--- config.mk ---
export PLATFORM = sky130hd
export DESIGN_NAME = cic_interp
export DESIGN_NICKNAME = d
export VERILOG_FILES = /design/src/rtl/cic_pkg.sv /design/src/rtl/cic_comb_section.sv /design/src/rtl/cic_interp.sv
export SDC_FILE = /design/constraint.sdc
export NUM_CORES = 1
export LEC_CHECK = 0
export BUFFER_PORTS_ARGS = -buffer_cell sky130_fd_sc_hd__clkbuf_2
export CORE_ASPECT_RATIO = 1.4
export CORE_MARGIN = 4
export CORE_UTILIZATION = 50
export DETAILED_ROUTE_END_ITERATION = 8
export PLACE_DENSITY_LB_ADDON = 0.08
export SLEW_MARGIN = 10
export SYNTH_ARGS = -nofsm -noshare
export SYNTH_HDL_FRONTEND = slang
export SYNTH_SLANG_ARGS = --single-unit
--- constraint.sdc ---
create_clock -name clk -period 3.8 [get_ports clk]
set_input_delay 0.38 -clock clk [delete_from_list [all_inputs] [get_ports clk]]
set_output_delay 0.38 -clock clk [all_outputs]
set_load 0.01 [all_outputs]
--- src/rtl/cic_pkg.sv ---
// Shared CIC helpers: bit-growth, phase width and mode strings.
// Used by both the interpolator and the decimator.
package cic_pkg;

  localparam string MODE_TRUE  = "TRUE";
  localparam string MODE_FALSE = "FALSE";

  // Output bits added by the comb/integrator gain R^(M-1)
  function automatic int cic_growth(input int m, input int r);
    return (m - 1) * $clog2(r);
  endfunction

  function automatic int ph_width(input int r);
    return $clog2(r);
  endfunction

endpackage

--- src/rtl/cic_comb_section.sv ---
// Low-rate comb cascade for the CIC interpolator.
// Delay registers advance only on an accepted input beat.
module cic_comb_section
  import cic_pkg::*;
#(
  parameter int M  = 3,
  parameter int IW = 8,
  parameter int OW = 10
) (
  input  logic                 clk,
  input  logic                 rst,
  input  logic                 en,
  input  logic signed [IW-1:0] din,
  output logic signed [OW-1:0] c_m
);

  logic signed [OW-1:0] d [M];
  logic signed [OW-1:0] c [M];

  always_comb begin
    logic signed [OW-1:0] acc;
    acc = OW'($signed(din));
    for (int k = 0; k < M; k++) begin
      c[k] = acc;
      acc  = acc - d[k];
    end
    c_m = acc;
  end

  always_ff @(posedge clk or posedge rst) begin
    if (rst) begin
      for (int k = 0; k < M; k++) d[k] <= '0;
    end else if (en) begin
      for (int k = 0; k < M; k++) d[k] <= c[k];
    end
  end

endmodule

--- src/rtl/cic_interp.sv ---
// CIC interpolator: low-rate combs, zero-stuffing upsampler,
// high-rate integrators, AXI-Stream in and out.
module cic_interp
  import cic_pkg::*;
#(
  parameter int    M        = 3,
  parameter int    R        = 2,
  parameter int    IW       = 8,
  parameter int    OW       = IW + cic_growth(M, R),
  parameter string TRUNCATE = MODE_FALSE
) (
  input  logic                 clk,
  input  logic                 rst,
  input  logic signed [IW-1:0] axis_i_tdata,
  input  logic                 axis_i_tvalid,
  output logic                 axis_i_tready,
  output logic signed [OW-1:0] axis_o_tdata,
  output logic                 axis_o_tvalid,
  input  logic                 axis_o_tready
);

  localparam int PW   = ph_width(R);
  localparam int SH   = cic_growth(M, R);
  localparam bit TRUNC = (TRUNCATE == MODE_TRUE);
  localparam logic [PW-1:0] PH_LAST = PW'(R - 1);

  logic                 hold_valid;
  logic signed [OW-1:0] hold_data;
  logic signed [OW-1:0] c_m;
  logic [PW-1:0]        ph;
  logic signed [OW-1:0] integ [M];
  logic signed [OW-1:0] s [M];
  logic signed [OW-1:0] x;
  logic signed [OW-1:0] y;
  logic                 step;
  logic                 last;
  logic                 accept;

  assign last          = (ph == PH_LAST);
  assign step          = hold_valid & (~axis_o_tvalid | axis_o_tready);
  assign axis_i_tready = ~hold_valid | (step & last);
  assign accept        = axis_i_tvalid & axis_i_tready;

  cic_comb_section #(
    .M (M),
    .IW(IW),
    .OW(OW)
  ) u_comb (
    .clk(clk),
    .rst(rst),
    .en (accept),
    .din(axis_i_tdata),
    .c_m(c_m)
  );

  // Zero-stuff then run the integrators as one combinational cascade
  always_comb begin
    logic signed [OW-1:0] acc;
    x   = (ph == '0) ? hold_data : '0;
    acc = x;
    for (int k = 0; k < M; k++) begin
      acc  = integ[k] + acc;
      s[k] = acc;
    end
    y = TRUNC ? (acc >>> SH) : acc;
  end

  always_ff @(posedge clk or posedge rst) begin
    if (rst) begin
      hold_valid    <= 1'b0;
      hold_data     <= '0;
      ph            <= '0;
      axis_o_tvalid <= 1'b0;
      axis_o_tdata  <= '0;
      for (int k = 0; k < M; k++) integ[k] <= '0;
    end else begin
      if (accept) begin
        hold_data  <= c_m;
        hold_valid <= 1'b1;
      end else if (step && last) begin
        hold_valid <= 1'b0;
      end
      if (step) begin
        for (int k = 0; k < M; k++) integ[k] <= s[k];
        axis_o_tdata  <= y;
        axis_o_tvalid <= 1'b1;
        ph            <= ph + 1'b1;
      end else if (axis_o_tready) begin
        axis_o_tvalid <= 1'b0;
      end
    end
  end

endmodule

[After elaboration in Yosys (flattened, before gate mapping)]
Cells that the tools add are included.
Operators by class
  $add $sub $neg: 7
  muxes and demuxes: 5
  bitwise logic cells: 7
  reduce and logical (&&, ||, !) cells: 3
Operators with widths (count)
  $add 10x10->10: 3
  $sub 10x10->10: 2
  $mux 10: 1
  $sub 8x8->9: 1
  $mux 1: 4
  $reduce_bool 2->1: 2
  $and 1x1->1: 3
  $not 1->1: 2
  $or 1x1->1: 2
  $add 1x1->1 const B: 1
  $logic_and 1x1->1: 1
Storage, ports and cells
  register bits after elaboration: 71
  logic and storage cells: 32
  output and inout bits: 12
  input port bits: 12

[Depth between registers and ports, before layout]
Gate-level depths: netlist of the first run.
  word-level depth: 7
  mapped depth: 24
  depth with buffers taken out: 23

[Modules after synthesis]
A second synthesis of the first run with hierarchy kept.
Unflattened totals
  cell total of the unflattened synthesis: 534
  area total of the unflattened synthesis: 5118.7 µm²
Modules (own cells, without submodules)
  cic_interp: seq. area each 1076.0 µm², instances 1, area each 2992.9 µm², cells an instance 291
  cic_comb_section: seq. area each 675.6 µm², instances 1, area each 2125.8 µm², cells an instance 243

[Worst setup path before layout of the first run]
Ideal clock, no wire load.
  kind: reg2reg
  start point: register ph, in the netlist last
  end point: register integ[9] in the netlist's numbering
  library setup time: 0.080 ns
  slack: -0.195 ns
  data required time: 3.720 ns
  arrival time: 3.915 ns
  period minus slack after synthesis: 3.995 ns
  cell stages (with the launch flop): 24
  buffers on the path: 1
  path through: dfrtp_1 > buf_2 > nor2b_1 > ha_1 > inv_1 > fa_1 > nor2b_1 > o21ai_1 > a21boi_2 > o21ai_1 > nor2b_1 > xnor2_1 > ha_1 > a21oi_1 > nand2_1 > o21ai_1 > xnor2_1 > ha_1 > nor3_1 > a21oi_1 > o211ai_1 > o21ba_2 > mux2i_1 > xnor2_1
RTL lines
  from (decl): line cic_interp.sv:30  | logic [PW-1:0] ph;
  from (signal assigned): line cic_interp.sv:87  | ph <= ph + 1'b1;
  to (decl): line cic_interp.sv:31  | logic signed [OW-1:0] integ [M];

==> impl_metrics.json, run 1 <==
{
  "synth.net_count": 585,
  "cts_buffers": 9,
  "cts.sinks": 70,
  "cp.arrival_ns": 4.21,
  "wl_per_cell_um": 13.2,
  "violations": "negative setup slack",
  "critPathMostFrequentCell": "o21ai_2",
  "grt_usage_pct": 17.8,
  "antenna_found_initial": 0,
  "final.min_clock_period_ns": 4.00,
  "design.core.area_um2": 9900,
  "ys_ff_latch": 70,
  "cp_max_fo": 4,
  "clock.fmax_mhz": 250,
  "status": "finished with violations",
  "fin_util_pct": 65.8,
  "dieWidth_um": 92.9,
  "grt_overflow": 0,
  "io_buffers": 23,
  "die_area_um2": 11800,
  "dp.cells": 712,
  "cap_viol_max_count": 0,
  "insertion_delay_ns": 0.33,
  "synth.distinct_cells": 51,
  "drc": 0,
  "tightest_slew_ns": 0.763,
  "fin_worst_skew_ns": 0.00506,
  "critPathCaptureType": "flip-flop",
  "path_class": "reg2reg",
  "die_h_um": 127,
  "vias": 3832,
  "finalHoldViolations": 0,
  "place_congestion": 0.777,
  "grt_pass1_wl_um": 17000,
  "mostFrequentLayoutCells": "buf_4 (74), dfrtp_1 (69), ha_1 (46)",
  "setup_slack_ns": -0.196,
  "detail_route.iter0.violations": 84,
  "viasPerCell": 5.16,
  "dr.pass1.iters": 4,
  "r2r-start": "last$_DFFE_PP0P_",
  "avgSynthCellArea_um2": 9.87,
  "hold_class": "in2async",
  "crit_chain": "nor2b_1, ha_2, inv_2, fa_2, nor2b_2, o21ai_2, a21boi_2, o21ai_2, nor2b_4, xnor2_4, ha_4, xor2_2, ha_1, a21oi_1, o211ai_1, nand2_1, mux2i_2, o21ba_2, mux2i_1, xnor2_1",
  "setup_viol": 4,
  "max_stage_delay_ns": 0.44,
  "yosysWarningCount": 0,
  "clockBufferDepth": 2,
  "synth.cell_area_um2": 5050,
  "io_pins": 24,
  "antennaDiodeCount": 0,
  "syn2layout_area_growth_pct": 28.9,
  "detailed_place_hpwl_um": 7240,
  "startpoint": "last$_DFFE_PP0P_",
  "slew_violations": 0,
  "path_clk_slew_ns": 0.06,
  "grt_max_degree": 44,
  "layout-drive-gt1-share_pct": 36.2,
  "num-nets-final": 677,
  "ant_nets": 0,
  "maxSlewHeadroom_pct": 49.1,
  "floorplan.initialDensity_pct": 51.0,
  "rows": 43,
  "final_common_cell": "buf_4",
  "startpoint_type": "flip-flop",
  "drt_wl_total_um": 9820,
  "cp_data_required_time_ns": 4.02,
  "cts_tree": "built",
  "cts_hold_buf": 0,
  "hold_ws_ns": 0.167,
  "rrSetupSlack_ns": -0.20,
  "first_global_vias": 3988,
  "rsz0062_at_grt": "yes",
  "yosysSeqAreaShare_pct": 34.7,
  "min_period_over_period_pct": 105,
  "finalNonFillerCells": 743,
  "cts_root_buf": "clkbuf_16",
  "syn_inst": 512,
  "cpMaxStageDelayCell": "dfrtp_2",
  "cts_max_level": 3
}
## sequential cells by signal, indices dropped and copies added (netlist names)
register and cells:
integ 30, u_comb.d 27, hold_data 10, axis_o_tvalid 1
hold_valid 1, last 1
## kinds of logic (layout without fill, tap and decap cells)
logic type      after synthesis  after routing  share of synthesized area, %
flops                        70             70                          34.7
xor+xnor                     40             40                          7.31
fa+ha+maj                    61             61                          16.0
mux                          49             49                          10.8
buf+inv                      64            160                          5.62
simple gates                111            111                          10.8
compound gates              117            117                          14.8
## repair_timing
action	CTS	global route
setup buffers	7	11
resized for setup	26	55
setup endpoints to repair	4	7
pin swaps	27	63
## cells in the mapped netlist (all sizes together)
library cell | count | area, um2
o21bai | 3 | 22.5
a21o | 14 | 105
xor2 | 15 | 150
a22oi | 1 | 7.51
a31oi | 2 | 27.5
o211ai | 4 | 30.0
a211oi | 7 | 62.6
dfrtp | 70 | 1750
xnor2 | 25 | 219
a32oi | 1 | 16.3
or2 | 3 | 18.8
a21boi | 3 | 26.3
nor2b | 17 | 106
nand2b | 9 | 56.3
mux2 | 43 | 484
nor4 | 2 | 12.5
fa | 6 | 120
o221a | 1 | 11.3
a311oi | 1 | 8.76
mux2i | 6 | 60.1
nand2 | 40 | 153
a21oi | 30 | 158
nand3 | 1 | 5.00
nor3 | 5 | 25.0
a2111oi | 1 | 8.76
inv | 44 | 165
nor2 | 25 | 93.8
o21a | 3 | 22.5
o311ai | 1 | 8.76
or4b | 2 | 20.0
buf | 17 | 108
o21ba | 1 | 10.0
clkbuf | 3 | 11.3
nor4b | 2 | 17.5
or3 | 1 | 6.26
nor3b | 4 | 30.0
o21ai | 44 | 224
ha | 55 | 688
## worst max-delay path: cells and delay by family, from the launching register on
kind	cells	cell delay [ns]
simple gates	4	0.56
compound gates	6	0.82
flops	1	0.44
xor+xnor	3	0.55
buf+inv	1	0.04
fa+ha+maj	4	1.13
mux	2	0.34
## per-layer routing
metal | up-vias | GRT usage, % | part of all wire (%)
met5 | - | 0 | 0
met4 | 0 | 6.90 | 1.6
met3 | 13 | 3.26 | 2.0
met2 | 28 | 35.7 | 58
met1 | 1845 | 17.5 | 38
li1 | 1946 | - | -
## through the flow
step / worst slack [ns] / TNS, ns / instance area [um2]
after global placement: -0.359 / -0.744 / 5710
after detailed placement: -0.456 / -1.20 / 5710
after CTS: -0.230 / -0.433 / 6130
final: -0.196 / -0.380 / 6510
after floorplan: -0.0937 / -0.0937 / 5090
after global routing: -0.414 / -1.35 / 6510
## path summary, 6_finish.rpt
kind / endpoint / depth (start not counted)
max: integ[9]$_DFFE_PP0P_ / 20
min: integ[21]$_DFFE_PP0P_ / 2
max reg2reg: integ[9]$_DFFE_PP0P_ / 20
min reg2reg: integ[9]$_DFFE_PP0P_ / 1
max in group asynchronous: u_comb.d[18]$_DFFE_PP0P_ / 3
min in group clk: hold_valid$_DFFE_PP0P_ / 2
## final cells by class
cell class / instances / area [um2]
multi-input cells: 378 / 3440
inverters: 44 / 165
clock buffers: 14 / 264
repair buffers: 101 / 716
fillers: 814 / 3390
clock inverters: 1 / 5.00
well taps: 135 / 169
flip-flops and latches: 70 / 1750
Power of run 1 is not shown: default switching activity piles up to over one toggle a cycle in this logic, so the estimate is an artifact.
==> run 2: changes to the inputs <==
==> constraint.sdc (replaced) <==
create_clock -name clk -period 3.8 [get_ports clk]
set_input_delay 0.19 -clock clk [delete_from_list [all_inputs] [get_ports clk]]
set_output_delay 0.19 -clock clk [all_outputs]
set_load 0.01 [all_outputs]
==> run 2 against run 1 <==
Compared with the run above:
- the run ends with negative hold slack, negative setup slack left
- count of clock-buffer cells in the layout fell by 2
- via count rose by 0.42%
- cell area fell by 3.5%
- hold slack got worse by 0.18 ns
- non-clock buffer count fell by 8
- critical path type unchanged
==> impl_metrics.json, run 2 (synthesis results as in run 1) <==
{
  "r2r-end": "integ[9]$_DFFE_PP0P_",
  "critPathCaptureType": "flip-flop",
  "clock.fmax_mhz": 248,
  "hold_class": "in2async",
  "cts_tree": "built",
  "cts_hold_buf": 0,
  "syn2layout_area_growth_pct": 24.3,
  "top_register": "integ",
  "place_congestion": 0.736,
  "vias": 3848,
  "reg_top3": "integ: 30 flops, u_comb.d: 27 flops, hold_data: 10 flops",
  "io_buffers": 23,
  "cp.arrival_ns": 4.28,
  "mostFrequentLayoutCells": "dfrtp_1 (70), buf_4 (69), ha_1 (51)",
  "setup_slack_ns": -0.228,
  "wl_per_cell_um": 13.1,
  "dieWidth_um": 92.9,
  "antennaDiodeCount": 0,
  "cpMaxStageDelayCell": "dfrtp_1",
  "final_common_cell": "dfrtp_1",
  "grt_usage_pct": 17.7,
  "hold_ws_ns": -0.0115,
  "status": "finished with violations",
  "first_global_vias": 4034,
  "die_area_um2": 11800,
  "fillers": 863,
  "pre_cts_slack_ns": -0.377,
  "rrSetupSlack_ns": -0.23,
  "min_period_over_period_pct": 106,
  "detail_route.iter0.violations": 66,
  "grt_max_degree": 44,
  "startpoint_type": "flip-flop",
  "die_h_um": 127,
  "rr_worst_depth": 22,
  "insertion_delay_ns": 0.33,
  "slew_violations": 0,
  "setup_tns_ns": -0.332,
  "use_met1_pct": 17.3,
  "cp_data_required_time_ns": 4.05,
  "finalHoldViolations": 17,
  "fin_util_pct": 63.4,
  "cts.sinks": 70,
  "io_pins": 24,
  "layout-drive-gt1-share_pct": 32.9,
  "gr-usage-met2_pct": 35.8,
  "rows": 43,
  "dr.pass1.iters": 4,
  "final.min_clock_period_ns": 4.03,
  "cp_max_fo": 4,
  "largest_reg_flops": 30,
  "grt.busiest_layer": "met2",
  "num-nets-final": 669,
  "cts_max_level": 3,
  "path_class": "reg2reg",
  "clockBufferDepth": 2,
  "tightest_slew_ns": 0.786,
  "cap_viol_max_count": 0,
  "met3_usage_pct": 3.08,
  "setup_viol": 3,
  "crit_chain": "nor2b_1, ha_2, inv_2, fa_2, nor2b_2, o21ai_2, a21boi_2, o21ai_2, nor2b_4, xnor2_2, ha_1, a21oi_2, nand2_2, o21ai_4, xnor2_2, ha_4, nor3_2, a21oi_2, o211ai_1, o21ba_2, mux2i_1, xnor2_1",
  "detailed_place_hpwl_um": 7140,
  "maxSlewHeadroom_pct": 47.5,
  "rsz0062_at_grt": "yes",
  "grt_pass1_wl_um": 16900,
  "viasPerCell": 5.23,
  "antenna_found_initial": 0,
  "ant_nets": 0,
  "floorplan.initialDensity_pct": 51.0,
  "path_clk_slew_ns": 0.06,
  "r2r-start": "last$_DFFE_PP0P_",
  "cts_root_buf": "clkbuf_16",
  "drt_wl_total_um": 9610,
  "violations": "negative hold slack, negative setup slack",
  "startpoint": "last$_DFFE_PP0P_",
  "design.core.area_um2": 9900,
  "fin_worst_skew_ns": 0.00398,
  "max_stage_delay_ns": 0.40,
  "drc": 0,
  "cts_buffers": 9,
  "grt_overflow": 0
}
## run 2: routing by layer
metal	vias to the layer above	share of wire [%]
li1	1933	-
met1	1865	38
met2	35	58
met3	15	2.1
met4	0	1.7
met5	-	0
## run 2: how the worst max path moves through the flow
| stage | end | slack (ns) | depth (start not counted) |
|---|---|---|---|
| final | integ[9]$_DFFE_PP0P_ | -0.23 | 22 |
| after floorplan | integ[9]$_DFFE_PP0P_ | -0.09 | 22 |
| after CTS | integ[9]$_DFFE_PP0P_ | -0.16 | 20 |
| after global routing | integ[9]$_DFFE_PP0P_ | -0.46 | 22 |
| after detailed placement | integ[9]$_DFFE_PP0P_ | -0.38 | 22 |
| after global placement | integ[9]$_DFFE_PP0P_ | -0.27 | 22 |
## run 2: critical path, delay by kind of cell (launching register included)
family	cells	cell delay, ns
AO/OA/AOI/OAI	8	1.19
XOR/XNOR	3	0.47
adder cells (fa/ha/maj)	4	1.14
buffers and inverters	1	0.04
flip-flops	1	0.40
multiplexers	1	0.16
AND/OR/NAND/NOR	5	0.55
## run 2: through the flow
step / instance area, um2 / std cells / hold WS [ns]
6_report: 6280 / 736 / -0.0115
5_1_grt: 6280 / 736 / 0.0764
4_1_cts: 6140 / 730 / 0.0327
3_5_place_dp: 5660 / 707 / 0.390
3_3_place_gp: 5660 / 707 / 0.380
2_1_floorplan: 5070 / 512 / 0.298
## run 2: area by class of cell
| cell class | count | area, um2 | share of cell area [%] |
|---|---|---|---|
| Multi-Input combinational cell | 378 | 3250 | 51.7 |
| Inverter | 44 | 165 | 2.63 |
| Sequential cell | 70 | 1750 | 27.9 |
| Clock buffer | 12 | 256 | 4.08 |
| Timing Repair Buffer | 93 | 644 | 10.3 |
| Tap cell | 135 | 169 | 2.69 |
| Clock inverter | 4 | 45.0 | 0.717 |
## run 2: repair_timing
item                                    CTS  global route
buffers inserted                          7             7
gates resized for setup                  30            23
endpoints found under the setup margin    3             7
pin swaps                                31            28
Power of run 2 is left out for the same reason.
